--- src/rtl/mp_pkg.sv ---
// mp_pkg: shared constants and types for the multiplier arbiter slice.
//   MP_W        sample width (signed Q1.23)
//   MP_FRAC     fractional bits; the product is renormalised by this shift
//   MP_LATENCY  pipeline depth of the mpemu multiplier core
//   ch_idx_t    channel index, wide enough for the maximum of 8 requesters
//   sample_t    signed Q1.23 sample
//   mul_req_t   operand pair presented to the multiplier
//   frac_mul()  Q1.23 x Q1.23 -> Q1.23, floor rounding, wraps instead of saturating
package mp_pkg;

    localparam int MP_W       = 24;
    localparam int MP_FRAC    = 23;
    localparam int MP_LATENCY = 5;
    localparam int MAX_CH     = 8;
    localparam int CH_W       = $clog2(MAX_CH);

    typedef logic [CH_W-1:0]        ch_idx_t;
    typedef logic signed [MP_W-1:0] sample_t;

    typedef struct packed {
        sample_t a;
        sample_t b;
    } mul_req_t;

    // Full 48-bit product, arithmetic shift down by the fraction width, keep the
    // low 24 bits. -1.0 * -1.0 = +1.0 is not representable and wraps to 0x800000.
    function automatic sample_t frac_mul(input sample_t a, input sample_t b);
        logic signed [2*MP_W-1:0] full;
        full = a * b;
        return sample_t'(full >>> MP_FRAC);
    endfunction

endpackage

--- src/rtl/mpemu.sv ---
// mpemu: pipelined signed Q1.23 fractional multiplier core.
//   clk    clock
//   a, b   operands, sampled every cycle
//   p      frac_mul(a, b), STAGES cycles after the operands were sampled
// The pipeline runs freely with no reset and no enable; whoever owns it must
// qualify the output with its own valid tracking.
module mpemu
    import mp_pkg::*;
#(
    parameter int STAGES = mp_pkg::MP_LATENCY
) (
    input  logic            clk,
    input  logic [MP_W-1:0] a,
    input  logic [MP_W-1:0] b,
    output logic [MP_W-1:0] p
);

    sample_t stage [STAGES];

    always_ff @(posedge clk) begin
        stage[0] <= frac_mul(sample_t'(a), sample_t'(b));
        for (int i = 1; i < STAGES; i++) begin
            stage[i] <= stage[i-1];
        end
    end

    assign p = stage[STAGES-1];

endmodule

--- src/rtl/mp_arbiter.sv ---
// mp_arbiter: time-shares one mpemu multiplier among NUM_CH requesters.
//   clk           clock
//   rst           synchronous active-high reset
//   req_i         per-channel request, held until acked
//   a_i, b_i      per-channel operands, channel n at [24n+23:24n]
//   ack_o         one-hot grant, combinational from req_i and the rr pointer
//   prod_o        shared product output
//   prod_valid_o  one-hot owner of prod_o this cycle
//   busy_o        some issued product has not yet been returned
// A transfer in cycle t returns in cycle t+MP_LATENCY+2: one cycle in the issue
// register, MP_LATENCY in mpemu, one in the output register. A tag line of
// MP_LATENCY+1 entries follows the operands so the channel index exits together
// with its product. NUM_CH must be in 2..8.
module mp_arbiter
    import mp_pkg::*;
#(
    parameter int NUM_CH     = 4,
    parameter int MP_LATENCY = mp_pkg::MP_LATENCY
) (
    input  logic                   clk,
    input  logic                   rst,
    input  logic [NUM_CH-1:0]      req_i,
    input  logic [NUM_CH*MP_W-1:0] a_i,
    input  logic [NUM_CH*MP_W-1:0] b_i,
    output logic [NUM_CH-1:0]      ack_o,
    output logic [MP_W-1:0]        prod_o,
    output logic [NUM_CH-1:0]      prod_valid_o,
    output logic                   busy_o
);

    ch_idx_t  rr_ptr;
    ch_idx_t  ptr_next;
    logic     grant_vld;
    ch_idx_t  grant_ch;
    mul_req_t grant_ops;
    mul_req_t issue_ops;

    // Tag line: entry 0 is aligned with the issue register, entry MP_LATENCY
    // with the mpemu output.
    logic    [MP_LATENCY:0] vld_pipe;
    ch_idx_t                ch_pipe [MP_LATENCY+1];

    logic [MP_W-1:0]   mul_p;
    logic [NUM_CH-1:0] pv_next;

    // Round-robin scan split into two passes over fixed channel indices: the
    // lowest requester at or above rr_ptr wins; otherwise the lowest one below
    // it, which is the wrapped part of the scan.
    always_comb begin
        logic    found_hi;
        logic    found_lo;
        ch_idx_t g_hi;
        ch_idx_t g_lo;
        found_hi = 1'b0;
        found_lo = 1'b0;
        g_hi     = '0;
        g_lo     = '0;
        for (int j = 0; j < NUM_CH; j++) begin
            if (req_i[j] && !rst) begin
                if (j >= int'(rr_ptr)) begin
                    if (!found_hi) begin
                        found_hi = 1'b1;
                        g_hi     = ch_idx_t'(j);
                    end
                end else if (!found_lo) begin
                    found_lo = 1'b1;
                    g_lo     = ch_idx_t'(j);
                end
            end
        end
        grant_vld = found_hi | found_lo;
        grant_ch  = found_hi ? g_hi : g_lo;
    end

    always_comb begin
        ack_o     = '0;
        grant_ops = '0;
        for (int j = 0; j < NUM_CH; j++) begin
            if (grant_vld && grant_ch == ch_idx_t'(j)) begin
                ack_o[j]    = 1'b1;
                grant_ops.a = sample_t'(a_i[j*MP_W +: MP_W]);
                grant_ops.b = sample_t'(b_i[j*MP_W +: MP_W]);
            end
        end
    end

    assign ptr_next = (int'(grant_ch) == NUM_CH - 1) ? '0 : grant_ch + ch_idx_t'(1);

    always_comb begin
        pv_next = '0;
        for (int j = 0; j < NUM_CH; j++) begin
            pv_next[j] = vld_pipe[MP_LATENCY] && (ch_pipe[MP_LATENCY] == ch_idx_t'(j));
        end
    end

    // Control state: pointer, tag valids and output stage are reset so no
    // pulse can escape for a transfer made before reset.
    always_ff @(posedge clk) begin
        if (rst) begin
            rr_ptr       <= '0;
            vld_pipe     <= '0;
            prod_valid_o <= '0;
            prod_o       <= '0;
        end else begin
            if (grant_vld) begin
                rr_ptr <= ptr_next;
            end
            vld_pipe     <= {vld_pipe[MP_LATENCY-1:0], grant_vld};
            prod_valid_o <= pv_next;
            prod_o       <= mul_p;
        end
    end

    // Datapath without reset: stale operands and indices are masked by the
    // valid bits. Issue registers hold when nothing is granted.
    always_ff @(posedge clk) begin
        if (grant_vld) begin
            issue_ops <= grant_ops;
        end
        ch_pipe[0] <= grant_ch;
        for (int i = 1; i <= MP_LATENCY; i++) begin
            ch_pipe[i] <= ch_pipe[i-1];
        end
    end

    mpemu #(
        .STAGES (MP_LATENCY)
    ) u_mpemu (
        .clk (clk),
        .a   (issue_ops.a),
        .b   (issue_ops.b),
        .p   (mul_p)
    );

    assign busy_o = (|vld_pipe) | (|prod_valid_o);

endmodule

--- config.mk ---
export PLATFORM = sky130hd
export DESIGN_NAME = mp_arbiter
export DESIGN_NICKNAME = d
export VERILOG_FILES = /design/src/rtl/mp_pkg.sv /design/src/rtl/mpemu.sv /design/src/rtl/mp_arbiter.sv
export SDC_FILE = /design/constraint.sdc
export NUM_CORES = 2
export LEC_CHECK = 0
export ABC_AREA = 1
export ABC_CLOCK_PERIOD_IN_PS = 7790
export CAP_MARGIN = 10
export CORE_ASPECT_RATIO = 2
export CORE_MARGIN = 2
export CORE_UTILIZATION = 31
export CTS_BUF_LIST = sky130_fd_sc_hd__clkbuf_8
export DETAILED_ROUTE_END_ITERATION = 8
export PLACE_DENSITY_LB_ADDON = 0.25
export SETUP_SLACK_MARGIN = 0.2
export SLEW_MARGIN = 15
export SYNTH_ARGS = -nofsm -noshare
export SYNTH_HDL_FRONTEND = slang
export SYNTH_SLANG_ARGS = --single-unit
--- constraint.sdc ---
create_clock -name clk -period 7.79 [get_ports clk]
set_input_delay 0.779 -clock clk [delete_from_list [all_inputs] [get_ports clk]]
set_output_delay 0.779 -clock clk [all_outputs]
set_load 0.02 [all_outputs]
# ---- Yosys cells after proc, flatten, opt, wreduce, memory -nomap -nowiden
# Memories as Yosys holds them, arrays and structs flattened. A register that Yosys moved wholly into a read port is not among the register bits.
# Index checks and enable logic that the tools add are counted.
dict set report word_totals {
  ff_bits 61
  ram_bits 138
  inputBits 198
  output_inout_bits 33
  n_memories 2
}
# name words word_bits read_ports rd_ports_with_merged_regs write_ports line
set mem_list {}
lappend mem_list {u_mpemu.stage 5 24 5 1 5 mpemu.sv:18} ;# sample_t stage [STAGES];
lappend mem_list {ch_pipe 6 3 6 0 6 mp_arbiter.sv:41} ;# ch_idx_t ch_pipe [MP_LATENCY+1];
dict set report classes {
  addsub 1
  n_mul 1
  n_lt_le_gt_ge 4
  eq_ne 7
  n_mux 44
  bitwise 2
  n_reduce_logical 17
}
# cell count
set ops {}
lappend ops {{48-bit 2-to-1 mux} 4}
lappend ops {{24-bit by 24-bit multiplier with 47-bit output} 1}
lappend ops {{3-bit 2-to-1 mux} 14}
lappend ops {{1-bit 2-to-1 mux} 26}
lappend ops {{3-bit by 2-bit == test with 1-bit output, second input constant} 4}
lappend ops {{1-bit logical AND} 12}
lappend ops {{3-bit by 1-bit == test with 1-bit output, second input constant} 2}
lappend ops {{1-bit by 3-bit >= comparator with 1-bit output, first input constant} 2}
lappend ops {{2-bit by 3-bit >= comparator with 1-bit output, first input constant} 2}
lappend ops {{3-bit zero test} 2}
lappend ops {{6-bit OR reduction} 1}
lappend ops {{4-bit OR reduction} 1}
lappend ops {{3-bit by 1-bit adder with 3-bit output, second input constant} 1}
lappend ops {{3-bit == test, second input constant} 1}
lappend ops {{1-bit bitwise OR} 2}
lappend ops {{1-bit zero test} 1}

# ---- Logic depth before layout (Yosys ltp)
dict set report logic_depth {
  depth_word 19
  depth_mapped 30
}

# ---- Hierarchy
# A second synthesis with hierarchy kept.
dict set report hier_totals {
  hier_cells 3819
  area_unflattened_um2 30043.8
}
# module n_inst cells_each area_each_um2 seq_area_each_um2
set by_module_without_submodules {}
lappend by_module_without_submodules {mpemu 1 2976 24445.9 2402.3}
lappend by_module_without_submodules {mp_arbiter 1 843 5597.9 2402.3}

# ---- Least setup slack after synthesis
# No wires, ideal clock.
dict set report synth_path {
  path_type {register -> register}
  startpoint {register issue_ops[47] (netlist bit)}
  endpoint {memory u_mpemu.stage[0][23] (netlist bit)}
  t_arrival_ns 6.126
  required_time_ns 7.678
  path_slack_ns 1.552
  stages_incl_launch_ff 25
  path_buffers 1
  cell_sequence {edfxtp_1 > clkbuf_1 > nand2_1 > inv_1 > fa_1 > fa_1 > inv_1 > fa_1 > inv_1 > fa_1 > inv_1 > fa_1 > inv_1 > fa_1 > fa_1 > ha_1 > nand2_1 > nor2_1 > nand2_1 > nor2_1 > nand3_1 > nand3_1 > inv_1 > nand2_1 > nand2_1}
}
# element line
set synth_rtl {}
lappend synth_rtl {{start, declared} mp_arbiter.sv:36} ;# mul_req_t issue_ops;
lappend synth_rtl {{start signal, assigned} mp_arbiter.sv:118} ;# issue_ops <= grant_ops;
lappend synth_rtl {{end, declared} mpemu.sv:18}

==> impl_results.md <==
- Status: finished clean
- Fill cells: ~10000
- Syn. warnings: 0
- Die X-Extent: roughly 220 um
- Die Area: between 90000 and 100000 um2
- Syn Area/Cell: 7.86 um2
- Reg2reg path depth: 22
- Skew-Pair Late Insertion Delay: just under 0.6 ns
- CP max-delay cell: edfxtp_1
- Routed wire length: between 80 and 90 mm
- WP data arrival: about 7.6 ns
- Final Cycle Share: 0.909
- Syn nets: between 4000 and 5000
- TNS Setup: 0 ns
- Gp weighted congestion: around 0.9
- Crit path cell chain: nand2_1 > inv_1 > fa_1 > inv_1 > fa_1 > fa_1 > inv_1 > fa_1 > fa_1 > inv_1 > fa_1 > inv_1 > fa_1 > ha_1 > a21oi_1 > o21ai_0 > a21oi_1 > nand2_1 > a21oi_1 > nand2_1 > nand2_1 > nand2_1
- Critical path data required time: 8.26 ns
- CTS resizes: 0
- Worst-margin pin slew: roughly 1.2 ns
- Cell Area, Placed: 33400 um2
- CP Capture Type: register
- Worst Setup SP: issue_ops[8]
- Crit Path Class: reg2reg
- Slew HR: 0.224
- Crit-path most repeated cell: fa_1
- RR Startpoint: issue_ops[8]
- Area Overhead vs Synth: 15.3%
- Synth Register Bits: between 200 and 250
- CTS root buffer: clkbuf_8
- Iteration count of the initial detailed-routing pass: 6
- Hold Crit Class: reg2reg
- Initial Util: 0.311
- Hold_buf cts: 0
- Register area: between 4000 and 5000 um2
- Yosys cell types: 36
- Via density: roughly 4.5
- Detailed Route Iter0 Violations: 1223
- Clock-pin slew on the worst setup and hold paths: 0.07 ns
- Largest net degree at the start of global routing: ~120
- Via count: approximately 23000
- Routed len/inst: around 17 um
- RSZ-0062 raised after global routing: no
- Ys flop type: dfxtp_1
- Critical path's largest stage delay: 1.12 ns
- Sink Count: 216
- Bufs and invs on worst path: 5
- Most frequent cells in the layout: 1087 x inv_1, 961 x nand2_1, 598 x fa_1
- Most common cell after layout, fill and taps aside: inv_1
- Global-route usage over all layers: 0.185
- Clock Tree Buf Depth: 3
- DRC errors left: 0
- Standard-cell rows: ~160
- Share of the synthesized area in the top cell type: 0.401
- Cells after Synth: 3793
- Fin area: ~34000 um2
- EDFF count, synth: between 40 and 50
- Area of the multi-input gates: slightly above 20000 um2
- Number of clock buffers inserted by TritonCTS: 37
- Layout cell share with drive strength beyond 1: 0.0371
- Crit-path max FO: 24
- Register area share after synthesis: 0.161
- Ranking of synthesized cells by area: fa_1 40%, inv_1 14%, nand2_1 12%
- DP HPWL: roughly 73 mm
- Crit path depth: 22
- Crit path max-delay family: adder cells
- Final nets: 4893
- Clock skew: approximately 0.032 ns
- Global route total overflow: 0
- Syn Std Cell Area: between 20000 and 30000 um2
- Core area: 95900 um2
- Max Freq: approximately 140 MHz
- Final hold vios: 0
- Share of flip-flops with an asynchronous set or reset: 0
- Vias in the first global route: 26096
- # setup viols final: 0
- Die Span Y: between 400 and 500 um
- Setup bufs post-CTS: 0
- Antenna violations before repair: 4
- Cell taking the most area after synthesis: fa_1
- H-tree depth: 2
- Fin crit period: between 7 and 8 ns
- Antenna-violating nets left: 0
- FF-to-FF setup slack: 0.71 ns
- Max-Cap Viols: 0
- Worst r2r dst: u_mpemu.stage[0][21]
- CP endpoint: u_mpemu.stage[0][21]
- IO Port Bufs: 230
- TritonCTS clock tree: built
- Io pins: around 230
- Crit start category: register
- Max Transition Viols Final: 0
- First-pass GRT wire length: roughly 140 mm
## final cells by class
class / count / share of cell area
Sequential cell: 216 / 0.140
Inverter: 1100 / 0.120
Timing Repair Buffer: 284 / 0.0790
Clock inverter: 22 / 0.00917
Clock buffer: 46 / 0.0184
Antenna cell: 3 / 0.000218
Tap cell: 1222 / 0.0445
Multi-Input combinational cell: 2326 / 0.589
## worst reg2reg max path, cell delays in order (launching register included)
cell and delay [ns]:
edfxtp_1 1.12, nand2_1 0.13, inv_1 0.12, fa_1 0.45, inv_1 0.20, fa_1 0.50
fa_1 0.51, inv_1 0.42, fa_1 0.53, fa_1 0.54, inv_1 0.05, fa_1 0.47
inv_1 0.05, fa_1 0.44, ha_1 0.36, a21oi_1 0.22, o21ai_0 0.16, a21oi_1 0.16
nand2_1 0.08, a21oi_1 0.26, nand2_1 0.08, nand2_1 0.06, nand2_1 0.06
## how the worst min path moves through the flow
| stage | slack (ns) | from | endpoint | cells past startpoint |
|---|---|---|---|---|
| floorplan | 0.31 | ch_pipe[0][0] | ch_pipe[1][0] | 0 |
| global placement | 0.31 | u_mpemu.stage[1][4] | u_mpemu.stage[2][4] | 0 |
| detailed placement | 0.31 | u_mpemu.stage[2][16] | u_mpemu.stage[3][16] | 0 |
| CTS | 0.32 | u_mpemu.stage[0][23] | u_mpemu.stage[1][23] | 0 |
| global route | 0.32 | ch_pipe[0][0] | ch_pipe[1][0] | 0 |
| finish | 0.32 | ch_pipe[2][0] | ch_pipe[3][0] | 0 |
## through the flow
stage	setup WS, ns	cells	hold slack, ns	utilization
floorplan	1.55	3793	0.310	-
global placement	0.684	5146	0.310	0.348
detailed placement	0.688	5146	0.312	0.348
CTS	0.661	5214	0.318	0.358
global route	0.281	5218	0.324	0.359
finish	0.712	5219	0.320	0.359
## kinds of logic (layout without fill, tap and decap cells)
kind of cell / Yosys count / after routing / share of synthesized area
AO/OA/AOI/OAI: 146 / 146 / 0.0256
XOR/XNOR: 15 / 15 / 0.00440
other: 0 / 3 / 0
buffers and inverters: 1251 / 1452 / 0.160
AND/OR/NAND/NOR: 1435 / 1435 / 0.192
flip-flops: 216 / 216 / 0.161
adder cells (fa/ha/maj): 730 / 730 / 0.457
## sequential cells by signal (all words and copies together) (netlist names)
| signal | flops |
|---|---|
| u_mpemu.stage | 120 |
| issue_ops | 48 |
| prod_o | 24 |
| ch_pipe | 12 |
| vld_pipe | 6 |
| prod_valid_o | 4 |
| rr_ptr | 2 |
## routing by layer
metal  up-vias  share of wire  GRT usage
li1      11076              -          -
met1     11625           0.39      0.213
met2       619           0.53      0.349
met3       157          0.046     0.0212
met4         2          0.036     0.0632
met5         -        0.00017          0
## cells in the mapped netlist (all sizes together), types with 4 or more instances
cell type / count
edfxtp: 48
nand2: 965
inv: 1096
o21ai: 33
a21oi: 98
or2: 7
nor3: 5
clkinv: 4
o21bai: 5
fa: 598
nor2: 249
xor2: 12
ha: 132
nand3: 193
clkbuf: 117
dfxtp: 168
buf: 34
nand4: 9
Power is left out: the tool's default activity adds up to more than one toggle a clock period on the data nets, which glitch-free logic cannot reach.
